[src/rtl/voq_rd_scheduler.sv]
// voq_rd_scheduler: read-side scheduler for the shared-buffer VOQ.
// Picks one eligible queue (non-empty, credit available, enabled) by
// round-robin, issues a one-cycle rd_en with rd_client held through the
// following HOLD cycle, and tags the returned cell with its output port.
// Ports:
//   clk, rst_n         clock, asynchronous active-low reset
//   enable             permits new grants (does not abort one in flight)
//   queue_empty        per-queue VOQ empty flags
//   credit_return      per-port one-cycle credit return pulses
//   rd_en, rd_client   VOQ read enable / queue select (registered)
//   out_valid,out_port VOQ rd_data valid this cycle and its destination
//   credit_err         sticky: credit returned to a port already full
module voq_rd_scheduler #(
  parameter int unsigned QUEUE_NUB   = 4,
  parameter int unsigned CREDIT_W    = 4,
  parameter int unsigned CREDIT_INIT = 8,
  localparam int unsigned PTR_W      = (QUEUE_NUB > 1) ? $clog2(QUEUE_NUB) : 1
) (
  input  logic                 clk,
  input  logic                 rst_n,
  input  logic                 enable,
  input  logic [QUEUE_NUB-1:0] queue_empty,
  input  logic [QUEUE_NUB-1:0] credit_return,
  output logic                 rd_en,
  output logic [PTR_W-1:0]     rd_client,
  output logic                 out_valid,
  output logic [PTR_W-1:0]     out_port,
  output logic                 credit_err
);

  typedef enum logic [1:0] {ST_ARB, ST_RD, ST_HOLD} state_e;

  state_e                state_q;
  logic [PTR_W-1:0]      rr_ptr_q;
  logic [CREDIT_W-1:0]   credit_q [QUEUE_NUB];
  logic                  rd_en_q;
  logic [PTR_W-1:0]      rd_client_q;
  logic                  out_valid_q;
  logic [PTR_W-1:0]      out_port_q;
  logic                  credit_err_q;

  logic [QUEUE_NUB-1:0]  elig;
  logic                  grant_valid;
  logic [PTR_W-1:0]      grant_idx;
  logic [PTR_W-1:0]      rr_ptr_d;
  logic                  grant_fire;
  int unsigned           arb_idx;

  // Eligibility per queue
  always_comb begin
    elig = '0;
    for (int unsigned i = 0; i < QUEUE_NUB; i++) begin
      elig[i] = enable && !queue_empty[i] && (credit_q[i] != '0);
    end
  end

  // Round-robin search starting at rr_ptr, first eligible queue wins
  always_comb begin
    grant_valid = 1'b0;
    grant_idx   = '0;
    arb_idx     = 0;
    for (int unsigned k = 0; k < QUEUE_NUB; k++) begin
      arb_idx = (32'(rr_ptr_q) + k) % QUEUE_NUB;
      if (!grant_valid && elig[PTR_W'(arb_idx)]) begin
        grant_valid = 1'b1;
        grant_idx   = PTR_W'(arb_idx);
      end
    end
  end

  assign grant_fire = (state_q == ST_ARB) && grant_valid;
  // Explicit wrap so non-power-of-two queue counts stay in range
  assign rr_ptr_d   = (grant_idx == PTR_W'(QUEUE_NUB - 1)) ? '0 : grant_idx + PTR_W'(1);

  // FSM, read strobe/select, output tagging and credit counters
  always_ff @(posedge clk or negedge rst_n) begin
    if (!rst_n) begin
      state_q      <= ST_ARB;
      rr_ptr_q     <= '0;
      rd_en_q      <= 1'b0;
      rd_client_q  <= '0;
      out_valid_q  <= 1'b0;
      out_port_q   <= '0;
      credit_err_q <= 1'b0;
      for (int unsigned i = 0; i < QUEUE_NUB; i++) begin
        credit_q[i] <= CREDIT_W'(CREDIT_INIT);
      end
    end else begin
      case (state_q)
        ST_ARB: begin
          if (grant_fire) begin
            state_q     <= ST_RD;
            rd_en_q     <= 1'b1;
            rd_client_q <= grant_idx;
            rr_ptr_q    <= rr_ptr_d;
          end
        end
        ST_RD: begin
          // rd_client stays put: the VOQ pops with delayed rd_en + current rd_client
          state_q     <= ST_HOLD;
          rd_en_q     <= 1'b0;
          out_valid_q <= 1'b1;
          out_port_q  <= rd_client_q;
        end
        ST_HOLD: begin
          state_q     <= ST_ARB;
          out_valid_q <= 1'b0;
        end
        default: begin
          state_q     <= ST_ARB;
          rd_en_q     <= 1'b0;
          out_valid_q <= 1'b0;
        end
      endcase

      for (int unsigned i = 0; i < QUEUE_NUB; i++) begin
        if (grant_fire && (grant_idx == PTR_W'(i))) begin
          if (!credit_return[i]) credit_q[i] <= credit_q[i] - CREDIT_W'(1);
        end else if (credit_return[i]) begin
          if (credit_q[i] == CREDIT_W'(CREDIT_INIT)) credit_err_q <= 1'b1;
          else                                       credit_q[i] <= credit_q[i] + CREDIT_W'(1);
        end
      end
    end
  end

  assign rd_en      = rd_en_q;
  assign rd_client  = rd_client_q;
  assign out_valid  = out_valid_q;
  assign out_port   = out_port_q;
  assign credit_err = credit_err_q;

endmodule

[config.mk]
export PLATFORM = sky130hd
export DESIGN_NAME = voq_rd_scheduler
export DESIGN_NICKNAME = d
export VERILOG_FILES = /design/src/rtl/voq_rd_scheduler.sv
export SDC_FILE = /design/constraint.sdc
export NUM_CORES = 1
export LEC_CHECK = 0
export ABC_CLOCK_PERIOD_IN_PS = 3500
export CORE_MARGIN = 2
export CORE_UTILIZATION = 47
export DETAILED_ROUTE_END_ITERATION = 8
export PLACE_DENSITY = 0.77
export RECOVER_POWER = 100
export SKIP_CTS_REPAIR_TIMING = 1
export SLEW_MARGIN = 30
export SYNTH_ARGS = -nofsm -noshare
export SYNTH_HDL_FRONTEND = slang
export SYNTH_SLANG_ARGS = --single-unit
[constraint.sdc]
create_clock -name clk -period 3.5 [get_ports clk]
set_input_delay 1.05 -clock clk [delete_from_list [all_inputs] [get_ports clk]]
set_output_delay 1.05 -clock clk [all_outputs]
set_load 0.01 [all_outputs]
==> reports/qor.txt <==
Pre-CTS setup slack = -609 ps
Clock skew = 4.33 ps
Maximum fanout along the worst path = 4
Dpl hpwl = 3090 um
Final layout net count = 264
Worst vdd ir = 0.388 mV
CTS tree = done
Clock period minus worst slack = 3450 ps
Post-synth cell types = 48
Max Fclk = 289 MHz
Ys Warns = 0
Ys async rst share = 100%
Setup ws final = 45.4 ps
Initial antenna violation count = 0
Commonest cells after routing, fill and taps aside = 26 x buf_4, 23 x dfrtp_1, 16 x inv_1, 13 x nand2_1
Syn Nets = 212
CTS clock-pin slew for the worst setup and hold paths = 100 ps
Post-route ant nets = 0
Slew HR = 1.21%
Share of cells above drive strength 1 = 36.4%
Vias in the first global route = 1,505
Diodes inserted = 0
Largest net degree at the start of global routing = 28
Via count = 1,545
Hold Violations, Final = 0
Clock Latency Late Sink = 280 ps
Final Cycle Share = 98.7%
Run status = complete, no violations
CTS Sinks = 27
Clk buf depth = 2
Layout area overhead = 34.4%
Finished Cell Area = 2630 um2
Site row count = 23
Congestion Overflow GR = 0
Post-synthesis cell count = 185
Tightest Hold Check Type = reg -> reg
Initial Util = 48.8%
Placed inst area = 2470 um2
DIE AREA = 4690 um2
Final Util = 65.6%
Crit Path Class = in -> reg
Yosys reg bits = 27
Fin Hold WS = 458 ps
Critical Path Source Type = primary input
Residual DRC = 0
Core area = 4000 um2
Initial DRC count = 81
CP Data Required Time = 3710 ps
Mapped cell area = 1950 um2
Final setup viols = 0
Chip height = 68.5 um
GP Congestion = 0.795
DR pass1 iterations = 4
Root Buffer = clkbuf_8
P_leak = 1.27 nW
Tightest Pin Transition = 1480 ps
Io pins = 18
Die W = 68.5 um
Routed length per instance = 14.8 um
Gr usage total = 19.3%
Seq/Total Area, Yosys = 34.8%
Final WL = 4240 um
First-pass GRT wire length = 6800 um
Most common cell after layout, fill and taps aside = buf_4
Post-synth EDFFs = 0
PortBufs = 17
Crit. End Element = flip-flop
Syn_area_per_cell = 10.6 um2
Worst EP arrival = 3670 ps
Slew Limit Fails = 0
Max cap viols = 0
Cts bufs inserted = 3
Via/cell ratio = 5.40
Power per cell area = 859 nW/um2
Synth Flop Type = dfrtp_1
H-tree Lvls = 1
state kept, by name (all words and copies together) (netlist names):
| signal | flops |
|---|---|
| rr_ptr_q | 2 |
| out_valid | 1 |
| rd_client | 2 |
| state_q | 2 |
| rd_en | 1 |
| credit_q | 16 |
| out_port | 2 |
| credit_err | 1 |
final timing paths:
| kind | slack (ps) | endpoint | cells after the start | start |
|---|---|---|---|---|
| worst min-delay path | 460 | out_valid$_DFFE_PN0N_ | 1 | state_q[1]$_DFFE_PN0P_ |
| min in group asynchronous | 1650 | credit_q[13]$_DFFE_PN0P_ | 2 | rst_n |
| max in group asynchronous | 990 | credit_err$_DFF_PN0_ | 2 | rst_n |
| worst max register to register | 220 | credit_q[7]$_DFFE_PN1P_ | 14 | credit_q[13]$_DFFE_PN0P_ |
| worst min register to register | 460 | out_valid$_DFFE_PN0N_ | 1 | state_q[1]$_DFFE_PN0P_ |
| worst max-delay path | 50 | credit_q[7]$_DFFE_PN1P_ | 17 | enable |
logic make-up (layout without fill, tap and decap cells):
| group | after synthesis | count (layout) | synth area share, % |
|---|---|---|---|
| buf+inv | 23 | 74 | 4.48 |
| flops | 27 | 27 | 34.8 |
| compound gates | 43 | 43 | 20.8 |
| simple gates | 51 | 51 | 14.6 |
| mux | 17 | 17 | 9.48 |
| fa+ha+maj | 16 | 16 | 11.8 |
| xor+xnor | 8 | 8 | 3.97 |
worst max-delay path: stages:
cell and delay, ps:
clkbuf_2 140, buf_4 130, nand2b_4 70, buf_6 120, nor3b_2 200, o221ai_1 140
o21a_2 180, buf_4 150, ha_4 160, o211ai_4 70, inv_2 80, ha_4 200
a21o_1 150, a21o_1 210, or3b_4 370, mux2i_1 180, a21oi_2 50
cells in the mapped netlist (all sizes together) (3+ instances only):
| master | number | area share (%) |
|---|---|---|
| o21ai | 4 | 1.2 |
| nor3 | 4 | 1.0 |
| dfstp | 4 | 5.4 |
| inv | 20 | 3.8 |
| a21o | 8 | 3.1 |
| a22o | 6 | 2.7 |
| mux2i | 8 | 4.1 |
| fa | 4 | 4.1 |
| nand2 | 14 | 2.7 |
| nand2b | 3 | 0.96 |
| xor2 | 3 | 1.3 |
| o221ai | 3 | 1.3 |
| mux2 | 9 | 5.4 |
| or2 | 3 | 0.96 |
| nor2 | 7 | 1.3 |
| dfrtp | 23 | 29 |
| o211ai | 6 | 5.1 |
| or4 | 3 | 1.3 |
| xnor2 | 5 | 2.6 |
| ha | 12 | 7.7 |
| nand3 | 5 | 1.3 |
where the power goes:
part / leakage (nW) / switching, W / internal [W] / total, W
Clock: 0.0217 / 0.000103 / 0.0000810 / 0.000184
Sequential: 0.319 / 0.000174 / 0.000485 / 0.000659
Combinational: 0.926 / 0.000653 / 0.000759 / 0.00141
metrics by stage:
stage	cells	setup TNS, ps	total power (W)
floorplan	185	-7.95	0.00152
global placement	278	-3670	0.00192
detailed placement	278	-4790	0.00199
CTS	282	-1230	0.00217
global route	286	-38.7	0.00245
finish	286	0	0.00225
layer usage:
metal | global-route usage, % | part of all wire [%] | vias to the layer above
li1 | - | - | 781
met1 | 25.4 | 43 | 737
met2 | 33.4 | 53 | 23
met3 | 3.45 | 2.5 | 4
met4 | 3.25 | 0.80 | 0
met5 | 0 | 0 | -
area by class of cell:
cell class	count	area [um2]
flip-flops and latches	27	681
well taps	50	62.6
repair buffers	50	412
multi-input cells	135	1350
fillers	327	1380
clock inverters	1	7.51
inverters	20	75.1
clock buffers	3	41.3
Note: power is estimated with default switching activity, not from simulation.
